<file path="config.mk">
export PLATFORM = sky130hd
export DESIGN_NAME = led_scan_bcd_flat
export DESIGN_NICKNAME = d
export VERILOG_FILES = /design/src/rtl/led_scan_bcd_if.sv /design/src/rtl/led_scan_bcd.sv /design/src/flat_wrapper.sv
export SDC_FILE = /design/constraint.sdc
export NUM_CORES = 1
export LEC_CHECK = 0
export CAP_MARGIN = 20
export CORE_ASPECT_RATIO = 2
export CORE_UTILIZATION = 60
export CTS_BUF_LIST = sky130_fd_sc_hd__clkbuf_8
export DETAILED_ROUTE_END_ITERATION = 6
export PLACE_DENSITY = 0.83
export SLEW_MARGIN = 15
export SYNTH_ARGS = -nofsm -noshare
export SYNTH_HDL_FRONTEND = slang
export SYNTH_SLANG_ARGS = --single-unit
</file>
<file path="constraint.sdc">
create_clock -name clk -period 2.3 [get_ports clk]
set_input_delay 0.46 -clock clk [delete_from_list [all_inputs] [get_ports clk]]
set_output_delay 0.46 -clock clk [all_outputs]
set_load 0.02 [all_outputs]
</file>
<file path="src/rtl/led_scan_bcd_if.sv">
// Bus bundling the display driver's value/control inputs and its pin-level outputs.
// The hex_mode signal exists only when LED_SCAN_HEX_MODE_EN is defined.
interface led_scan_bcd_if #(
  parameter int DIGITS = 4,
  parameter int WIDTH  = 16
);
  logic [WIDTH-1:0]  num;
  logic [DIGITS-1:0] dp_in;
  logic              lz_blank;
  logic              blank;
`ifdef LED_SCAN_HEX_MODE_EN
  logic              hex_mode;
`endif
  logic [DIGITS-1:0] anodes;
  logic [7:0]        cathodes;
  logic              busy;
  logic              overflow;

`ifdef LED_SCAN_HEX_MODE_EN
  modport master (
    output num, dp_in, lz_blank, blank, hex_mode,
    input  anodes, cathodes, busy, overflow
  );
  modport slave (
    input  num, dp_in, lz_blank, blank, hex_mode,
    output anodes, cathodes, busy, overflow
  );
`else
  modport master (
    output num, dp_in, lz_blank, blank,
    input  anodes, cathodes, busy, overflow
  );
  modport slave (
    input  num, dp_in, lz_blank, blank,
    output anodes, cathodes, busy, overflow
  );
`endif
endinterface

</file>
<file path="src/rtl/led_scan_bcd.sv">
// Multiplexed common-anode 7-segment driver with a sequential double-dabble converter.
// Optional hex display mode is enabled by defining LED_SCAN_HEX_MODE_EN.
module led_scan_bcd #(
  parameter int DIGITS   = 4,
  parameter int WIDTH    = 16,
  parameter int PRESCALE = 1
) (
  input  logic          clk,
  input  logic          rst_n,
  led_scan_bcd_if.slave bus
);

  // Converter holds enough BCD nibbles for the full input range, at least DIGITS.
  localparam int NB = (DIGITS > (WIDTH + 2) / 3) ? DIGITS : (WIDTH + 2) / 3;
  localparam int BW = 4 * NB;
  localparam int DW = 4 * DIGITS;
  localparam int CW = $clog2(WIDTH + 1);
  localparam int IW = (DIGITS > 1) ? $clog2(DIGITS) : 1;
  localparam int PW = (PRESCALE > 1) ? $clog2(PRESCALE) : 1;

  function automatic logic [63:0] pow10(input int n);
    logic [63:0] p;
    p = 64'd1;
    for (int k = 0; k < n; k++) p = p * 64'd10;
    return p;
  endfunction

  localparam logic [63:0] LIMIT = pow10(DIGITS);

  typedef enum logic [1:0] {IDLE, SHIFT, LOAD} state_t;

  state_t            state_reg, state_next;
  logic [WIDTH-1:0]  shift_reg, shift_next;
  logic [BW-1:0]     bcd_reg, bcd_next, bcd_adj;
  logic [CW-1:0]     cnt_reg, cnt_next;
  logic              ovf_pend_reg, ovf_pend_next;
  logic [DW-1:0]     disp_reg, disp_next;
  logic              ovf_reg, ovf_next;
  logic [63:0]       num_wide;

  always_ff @(posedge clk or negedge rst_n) begin
    if (!rst_n) begin
      state_reg    <= IDLE;
      shift_reg    <= '0;
      bcd_reg      <= '0;
      cnt_reg      <= '0;
      ovf_pend_reg <= 1'b0;
      disp_reg     <= '0;
      ovf_reg      <= 1'b0;
    end else begin
      state_reg    <= state_next;
      shift_reg    <= shift_next;
      bcd_reg      <= bcd_next;
      cnt_reg      <= cnt_next;
      ovf_pend_reg <= ovf_pend_next;
      disp_reg     <= disp_next;
      ovf_reg      <= ovf_next;
    end
  end

  always_comb begin
    state_next    = state_reg;
    shift_next    = shift_reg;
    bcd_next      = bcd_reg;
    cnt_next      = cnt_reg;
    ovf_pend_next = ovf_pend_reg;
    disp_next     = disp_reg;
    ovf_next      = ovf_reg;
    num_wide      = 64'(bus.num);

    bcd_adj = bcd_reg;
    for (int k = 0; k < NB; k++) begin
      if (bcd_reg[4*k +: 4] >= 4'd5) bcd_adj[4*k +: 4] = bcd_reg[4*k +: 4] + 4'd3;
    end

    case (state_reg)
      IDLE: begin
        shift_next    = bus.num;
        bcd_next      = '0;
        cnt_next      = '0;
        ovf_pend_next = (num_wide >= LIMIT);
        state_next    = SHIFT;
`ifdef LED_SCAN_HEX_MODE_EN
        // Hex values need no conversion: nibbles go straight to LOAD.
        if (bus.hex_mode) begin
          bcd_next      = BW'(num_wide[DW-1:0]);
          ovf_pend_next = |(num_wide >> DW);
          state_next    = LOAD;
        end
`endif
      end
      SHIFT: begin
        {bcd_next, shift_next} = {bcd_adj, shift_reg} << 1;
        cnt_next = cnt_reg + 1'b1;
        if (cnt_reg == CW'(WIDTH - 1)) state_next = LOAD;
      end
      LOAD: begin
        // Digits and overflow flag update together so the display never mixes values.
        disp_next  = bcd_reg[DW-1:0];
        ovf_next   = ovf_pend_reg;
        state_next = IDLE;
      end
      default: state_next = IDLE;
    endcase
  end

  assign bus.busy     = (state_reg == SHIFT) || (state_reg == LOAD);
  assign bus.overflow = ovf_reg;

  function automatic logic [6:0] decode(input logic [3:0] n);
    case (n)
      4'd0:    decode = 7'b0000001;
      4'd1:    decode = 7'b1001111;
      4'd2:    decode = 7'b0010010;
      4'd3:    decode = 7'b0000110;
      4'd4:    decode = 7'b1001100;
      4'd5:    decode = 7'b0100100;
      4'd6:    decode = 7'b0100000;
      4'd7:    decode = 7'b0001111;
      4'd8:    decode = 7'b0000000;
      4'd9:    decode = 7'b0000100;
`ifdef LED_SCAN_HEX_MODE_EN
      4'hA:    decode = 7'b0001000;
      4'hB:    decode = 7'b1100000;
      4'hC:    decode = 7'b0110001;
      4'hD:    decode = 7'b1000010;
      4'hE:    decode = 7'b0110000;
      4'hF:    decode = 7'b0111000;
`endif
      default: decode = 7'b1111111;
    endcase
  endfunction

  // A digit is leading-zero blanked when it and every digit to its left are zero.
  logic [DIGITS-1:0] lz_kill;
  always_comb begin
    logic all_zero;
    all_zero = 1'b1;
    lz_kill  = '0;
    for (int k = DIGITS - 1; k >= 0; k--) begin
      all_zero   = all_zero && (disp_reg[4*k +: 4] == 4'd0);
      lz_kill[k] = bus.lz_blank && all_zero && (k != 0);
    end
  end

  logic [DIGITS-1:0][7:0] seg_all;
  generate
    for (genvar gi = 0; gi < DIGITS; gi++) begin : g_digit
      assign seg_all[gi] = ovf_reg     ? 8'b1111_1101 :
                           lz_kill[gi] ? {7'b1111111, ~bus.dp_in[gi]} :
                                         {decode(disp_reg[4*gi +: 4]), ~bus.dp_in[gi]};
    end
  endgenerate

  logic [PW-1:0]     pcnt_reg;
  logic [IW-1:0]     idx_reg;
  logic [DIGITS-1:0] anodes_reg;
  logic [7:0]        cathodes_reg;

  // Anodes and cathodes share one register stage so a digit is never lit with stale segments.
  always_ff @(posedge clk or negedge rst_n) begin
    if (!rst_n) begin
      pcnt_reg     <= '0;
      idx_reg      <= IW'(DIGITS - 1);
      anodes_reg   <= '0;
      cathodes_reg <= 8'hFF;
    end else begin
      if (pcnt_reg == PW'(PRESCALE - 1)) begin
        pcnt_reg <= '0;
        idx_reg  <= (idx_reg == '0) ? IW'(DIGITS - 1) : idx_reg - 1'b1;
      end else begin
        pcnt_reg <= pcnt_reg + 1'b1;
      end
      anodes_reg   <= bus.blank ? '0 : (DIGITS'(1) << idx_reg);
      cathodes_reg <= seg_all[idx_reg];
    end
  end

  assign bus.anodes   = anodes_reg;
  assign bus.cathodes = cathodes_reg;

endmodule

</file>
<file path="src/flat_wrapper.sv">
// flat-port wrapper written by rule: the top's interface ports become plain ports
module led_scan_bcd_flat 
#(
  parameter int DIGITS   = 4,
  parameter int WIDTH    = 16,
  parameter int PRESCALE = 1
)
  (clk, rst_n, bus_num, bus_dp_in, bus_lz_blank, bus_blank, bus_anodes, bus_cathodes, bus_busy, bus_overflow);
  led_scan_bcd_if #(.DIGITS(DIGITS), .WIDTH(WIDTH)) bus_i ();
  input  logic clk;
  input  logic rst_n;
  input wire logic [$bits(bus_i.num)-1:0] bus_num;
  input wire logic [$bits(bus_i.dp_in)-1:0] bus_dp_in;
  input wire logic [$bits(bus_i.lz_blank)-1:0] bus_lz_blank;
  input wire logic [$bits(bus_i.blank)-1:0] bus_blank;
  output wire logic [$bits(bus_i.anodes)-1:0] bus_anodes;
  output wire logic [$bits(bus_i.cathodes)-1:0] bus_cathodes;
  output wire logic [$bits(bus_i.busy)-1:0] bus_busy;
  output wire logic [$bits(bus_i.overflow)-1:0] bus_overflow;
  assign bus_i.num = bus_num;
  assign bus_i.dp_in = bus_dp_in;
  assign bus_i.lz_blank = bus_lz_blank;
  assign bus_i.blank = bus_blank;
  assign bus_anodes = bus_i.anodes;
  assign bus_cathodes = bus_i.cathodes;
  assign bus_busy = bus_i.busy;
  assign bus_overflow = bus_i.overflow;
  led_scan_bcd #(.DIGITS(DIGITS), .WIDTH(WIDTH), .PRESCALE(PRESCALE)) u_core (.clk(clk), .rst_n(rst_n), .bus(bus_i));
endmodule
</file>
## Yosys cells after proc, flatten, opt, wreduce, memory -nomap -nowiden

Memories as Yosys holds them, arrays and structs flattened.
Cells that the tools add are included.

- Bitwise logic cells: 4
- Shifts and indexed selects: 1
- Magnitude comparators: 8
- Add/subtract/negate cells: 9
- Reduce and logical (&&, ||, !) cells: 12
- Eq/ne operators: 4
- Mux-type cells: 23

Operators by type and width:

| cell | number |
|---|---|
| 8-bit 2-to-1 mux | 8 |
| 24-bit one-hot mux with 2 select lines | 1 |
| 16-bit one-hot mux with 2 select lines | 1 |
| 4-bit by 3-bit >= comparator with 1-bit output (second input constant) | 6 |
| 4-bit 2-to-1 mux | 6 |
| 4-bit by 2-bit adder with 4-bit output (second input constant) | 5 |
| 8-bit binary-select mux with 2-bit select | 1 |
| 16-bit by 14-bit >= comparator with 1-bit output (second input constant) | 1 |
| 4-bit logical NOT | 3 |
| 5-bit one-hot mux with 2 select lines | 1 |
| 5-bit by 1-bit adder with 5-bit output (second input constant) | 1 |
| 5-bit by 4-bit == test with 1-bit output (second input constant) | 1 |
| 1-bit logical AND | 5 |
| 2-bit logical NOT | 2 |
| 2-bit 2-to-1 mux | 2 |
| 1-bit inverter | 4 |
| 2-bit one-hot mux with 2 select lines | 1 |
| 1-bit by 2-bit << shifter with 4-bit output (first input constant) | 1 |
| 3-bit by 2-bit adder with 3-bit output (second input constant) | 1 |
| 2-bit by 3-bit < comparator with 1-bit output (second input constant) | 1 |
| 3-bit 2-to-1 mux | 1 |
| 2-bit by 1-bit == test with 1-bit output (second input constant) | 1 |
| 2-bit == test (second input constant) | 1 |
| 2-bit by 1-bit inequality test with 1-bit output (second input constant) | 1 |
| other kinds (5) | 5 |

- Memories kept: 4
- Logic and storage cells: 76
- Bits in read-only memories: 448
- Input port bits: 24
- Flip-flop bits (word level): 80

Memory list:

| name | depth | bits a word | rd ports | clocked after Yosys merged registers in | write ports | line | text |
|---|---|---|---|---|---|---|---|
| (name not given) | 16 | 7 | 1 | 0 | 0 | led_scan_bcd.sv:111 | `case (n)` |
| (name not given) | 16 | 7 | 1 | 0 | 0 | led_scan_bcd.sv:111 |  |
| (name not given) | 16 | 7 | 1 | 0 | 0 | led_scan_bcd.sv:111 |  |
| (name not given) | 16 | 7 | 1 | 0 | 0 | led_scan_bcd.sv:111 |  |

## Depth between registers and ports, before layout

- Depth in word-level cells: 8
- Depth in mapped cells: 7
- Mapped depth without buffers: 7

## Worst setup path before layout

Ideal clock, no wire load.

- Path kind: register -> register
- Start: register u_core.disp_reg[13]
- End: register u_core.cathodes_reg[6] (netlist: u_core.bus.cathodes[6])
- Data required time: 2,195 ps
- Arrival time: 1,827 ps
- Cell stages (with the launch flop): 8
- Path buffers: 0
- Period minus slack after synthesis: 1,931 ps
- Setup time: 105 ps
- Slack: 369 ps
- Path through: dfrtp_1 > inv_1 > ha_1 > nand3_2 > nor4b_4 > a31oi_1 > and3_4 > a2111oi_2

- Word-level cells in the longest chain between the ends: 8

RTL lines:

| item | line | text |
|---|---|---|
| start, declared | led_scan_bcd.sv:37 | `logic [DW-1:0] disp_reg, disp_next;` |
| start signal, assigned | led_scan_bcd.sv:56 | `disp_reg <= disp_next;` |
| parallel branches: the longest is 6 deep, another holds memory read 16 x 7 bit | - |  |
| 8-bit binary-select mux with 2-bit select (*) | led_scan_bcd.sv:175 | `cathodes_reg <= seg_all[idx_reg];` |
| 8-bit 2-to-1 mux (implied by the code) (*) | led_scan_bcd.sv:175 |  |
| end signal, assigned | led_scan_bcd.sv:175 |  |
| end, declared | led_scan_bcd.sv:158 | `logic [7:0] cathodes_reg;` |

Every way passes the cells marked *. The select of a mux whose other input is x is not followed.
A chain may end at the register's enable or synchronous reset.

## Worst setup path after layout

- Start: register u_core.state_reg[1]
- End: output bus_busy

- Word-level cells in the longest chain between the ends: 2

RTL lines:

| item | line | text |
|---|---|---|
| start, declared | led_scan_bcd.sv:32 | `state_t state_reg, state_next;` |
| start signal, assigned | led_scan_bcd.sv:51 | `state_reg <= state_next;` |
| 2-bit by 1-bit == test with 1-bit output or 2-bit == test (tied branches) | led_scan_bcd.sv:107 | `assign bus.busy = (state_reg == SHIFT) \|\| (state_reg == LOAD);` |
| 1-bit logical OR (*) | led_scan_bcd.sv:107 |  |
| end, declared | flat_wrapper.sv:18 | `output wire logic [$bits(bus_i.busy)-1:0] bus_busy;` |

Mark *: on every way between the ends. The rest lies on a longest branch, timed or not.

==> results_dict.tcl <==
set metrics [dict create \
    final.period_utilization_pct 93.3 \
    max_slew_margin_pct 49.2 \
    num_antenna_cells 0 \
    grt_pass1_vias 3451 \
    totalWireLength_mm 9.03 \
    clock_tree_from_tritoncts "built" \
    yosys_register_bits 71 \
    startpoint_type "flip-flop" \
    num_vias 3276 \
    drtAntennaViolNets 0 \
    wire_length_of_the_first_global_routing_pass_mm 15.2 \
    cts_repair_resize_count 0 \
    start_util_pct 62.4 \
    tritoncts.num_buffers 9 \
    synth_top_flop_cell "sky130_fd_sc_hd__dfrtp_1" \
    synth-edff-count 0 \
    finish.net_count 543 \
    grt_antenna_before_repair 0 \
    clock-sinks 71 \
    maximum_root_to_sink_buffer_count 2 \
    fin_ws_ns 0.153 \
    hold_viol_final 0 \
    grt_util_all_layers_pct 28.6 \
    cts.reportedPaths.clkPinSlew_ns 0.07 \
    ff2ff_setup_slack_ns 0.17 \
    crit_path_max_fanout 3 \
    layout-drive-gt1-share_pct 12.5 \
    placement.setup.worst_slack_ns 0.0236 \
    die_area_um2 7290 \
    post-cts-setup-buffer-count 0 \
    route.detailed.wl_per_inst_um 15.7 \
    synthArstFlopShare_pct 100 \
    worstSetupPathType "reg2out" \
    fin_cells 575 \
    clock_latency_ns 0.36 \
    routed_via_density 5.70 \
    detailed_place.area_um2 4700 \
    core_region_area_um2 6670 \
    final_cell_area_um2 4870 \
    filler_cell_count 507 \
    drv.max_cap_violation_count 0 \
    rsz0062_at_grt "false" \
    maxSlewViolCount 0 \
    endpoint_kind "output port" \
    die_width_um 60.9 \
    postSynthAreaPerCell_um2 9.48 \
    fmax_mhz 466 \
    gate_count_after_technology_mapping 439 \
    worst_r2r_startpoint "u_core.disp_reg[13]$_DFFE_PN0N_" \
    accumulated_negative_setup_slack_ns 0 \
    worst-endpoint-required_ns 1.84 \
    place.gp.congestion 1.01 \
    ios 38 \
    syn_std_cell_area_um2 4160 \
    yosysSeqAreaShare_pct 43.0 \
    cts_max_level 3 \
    ff2ff_path_depth 9 \
    firstDrtPassIters 4 \
    timing.final.setup_violations 0 \
    post_synth_num_cell_types 52 \
    worstMarginPinSlew_ns 0.759 \
    final.min_clock_period_ns 2.15 \
    dp.cells 559 \
    holdBufCountCts 0 \
    placement.io_buffers 37 \
    total_leakage_power_nw 2.12 \
    hold_path_class "in2async" \
    rows 42 \
    totalPowerFinal_mw 4.38 \
    mappedNetlistNets 500 \
    detail_route.drc_violations 0 \
    worstPathArrival_ns 1.69 \
    die_y_um 120 \
    syn2layout_area_growth_pct 17.0 \
    worst_r2r_endpoint "u_core.bus.cathodes[4]$_DFF_PN1_" \
    ctsRootBufferMaster "sky130_fd_sc_hd__clkbuf_8" \
    drc_violation_total_after_the_first_tritonroute_iteration 131 \
    powerDensity_nw_per_um2 899 \
    place_hpwl_mm 6.77 \
    global_route.overflow_total 0 \
    grt_start_max_net_pins 52 \
    synth_warnings 0 \
    max-vdd-ir-drop_v 0.000612 \
    outcome "finished, final reports clean" \
    worst_clock_skew_ns 0.0123 \
]
final cells by class:
class	instances	area, um2	share of cell area, %
Inverter	25	93.8	1.93
Clock inverter	5	23.8	0.488
Multi-Input combinational cell	320	2190	45.0
Clock buffer	11	151	3.11
Timing Repair Buffer	55	513	10.5
Sequential cell	71	1790	36.7
Tap cell	88	110	2.26
worst max-delay path by stage:
stage	start	endpoint	slack [ns]	cells past startpoint
2_1_floorplan	u_core.disp_reg[13]$_DFFE_PN0N_	u_core.bus.cathodes[6]$_DFF_PN1_	0.37	7
3_3_place_gp	bus_lz_blank	u_core.bus.cathodes[6]$_DFF_PN1_	0.03	6
3_5_place_dp	bus_lz_blank	u_core.bus.cathodes[4]$_DFF_PN1_	0.02	8
4_1_cts	u_core.state_reg[1]$_DFFE_PN0P_	bus_busy	0.12	3
5_1_grt	u_core.disp_reg[13]$_DFFE_PN0N_	u_core.bus.cathodes[6]$_DFF_PN1_	0.06	7
6_report	u_core.state_reg[1]$_DFFE_PN0P_	bus_busy	0.15	3
where the power goes:
group	internal (mW)	switching (mW)	total, mW	leakage, nW
Clock	0.439	0.464	0.902	0.100
Combinational	0.774	0.885	1.66	1.13
Sequential	1.49	0.326	1.82	0.887
Total	2.70	1.67	4.38	2.12
routing by layer:
metal | up-vias | wire, um | track usage (%)
li1 | 1597 | - | -
met1 | 1577 | 3180 | 28.8
met2 | 71 | 5180 | 50.8
met3 | 31 | 262 | 5.39
met4 | 0 | 411 | 17.8
met5 | - | 0 | 0
Yosys cell counts, drive strengths merged (2+ instances only):
cell type	count	area (um2)
o22ai	4	25.0
buf	3	13.8
nor3	2	10.0
or3	2	12.5
mux2	8	90.1
inv	25	93.8
mux2i	19	190
nor2	25	93.8
and3	3	23.8
a21oi	26	130
nand3b	2	15.0
o21ai	54	270
or2	3	18.8
xnor2	6	52.6
nor2b	6	37.5
xor2	4	35.0
nand3	6	35.0
a31o	2	17.5
clkbuf	20	75.1
dfstp	10	263
a31oi	2	12.5
a211oi	4	30.0
o31ai	8	60.1
nor3b	4	30.0
ha	37	463
and2	2	12.5
nand2	52	195
dfrtp	61	1530
nand2b	16	100
nor4	2	12.5
a22o	4	35.0
logic make-up (layout without fill, tap and decap cells):
group           count (synthesis)  count (layout)  share of synthesized area (%)
simple gates                  130             130                           15.7
flops                          71              71                           43.0
fa+ha+maj                      37              37                           11.1
compound gates                115             115                           16.4
xor+xnor                       10              10                           2.10
buf+inv                        48              96                           4.39
mux                            28              28                           7.28
worst max-delay path, cell delays in order, from the launching register on:
cell and delay, ns:
sky130_fd_sc_hd__dfrtp_1 0.37, sky130_fd_sc_hd__inv_1 0.07, sky130_fd_sc_hd__ha_1 0.30, sky130_fd_sc_hd__clkdlybuf4s50_1 0.60
placed cells by master (no fill, tap or decap), types with 4 or more instances in the layout:
master,n
sky130_fd_sc_hd__a211oi_1,4
sky130_fd_sc_hd__a21oi_1,26
sky130_fd_sc_hd__a22o_1,4
sky130_fd_sc_hd__buf_4,17
sky130_fd_sc_hd__clkbuf_8,11
sky130_fd_sc_hd__clkdlybuf4s50_1,36
sky130_fd_sc_hd__clkinv_2,4
sky130_fd_sc_hd__dfrtp_1,61
sky130_fd_sc_hd__dfstp_2,10
sky130_fd_sc_hd__ha_1,37
sky130_fd_sc_hd__inv_1,26
sky130_fd_sc_hd__mux2_2,8
sky130_fd_sc_hd__mux2i_1,19
sky130_fd_sc_hd__nand2_1,52
sky130_fd_sc_hd__nand2b_1,16
sky130_fd_sc_hd__nand3_1,5
sky130_fd_sc_hd__nor2_1,25
sky130_fd_sc_hd__nor2b_1,6
sky130_fd_sc_hd__nor3b_1,4
sky130_fd_sc_hd__o21ai_0,54
sky130_fd_sc_hd__o22ai_1,4
sky130_fd_sc_hd__o31ai_1,8
sky130_fd_sc_hd__xnor2_1,6
sky130_fd_sc_hd__xor2_1,4
metrics by stage:
stage	util (%)	hold WS, ns
after floorplan	-	0.164
after detailed placement	70.4	0.458
after global placement	70.4	0.454
after CTS	73.0	0.0715
after global routing	73.0	0.103
final	73.0	0.0720
No activity file was read; power rests on OpenSTA's default activity.
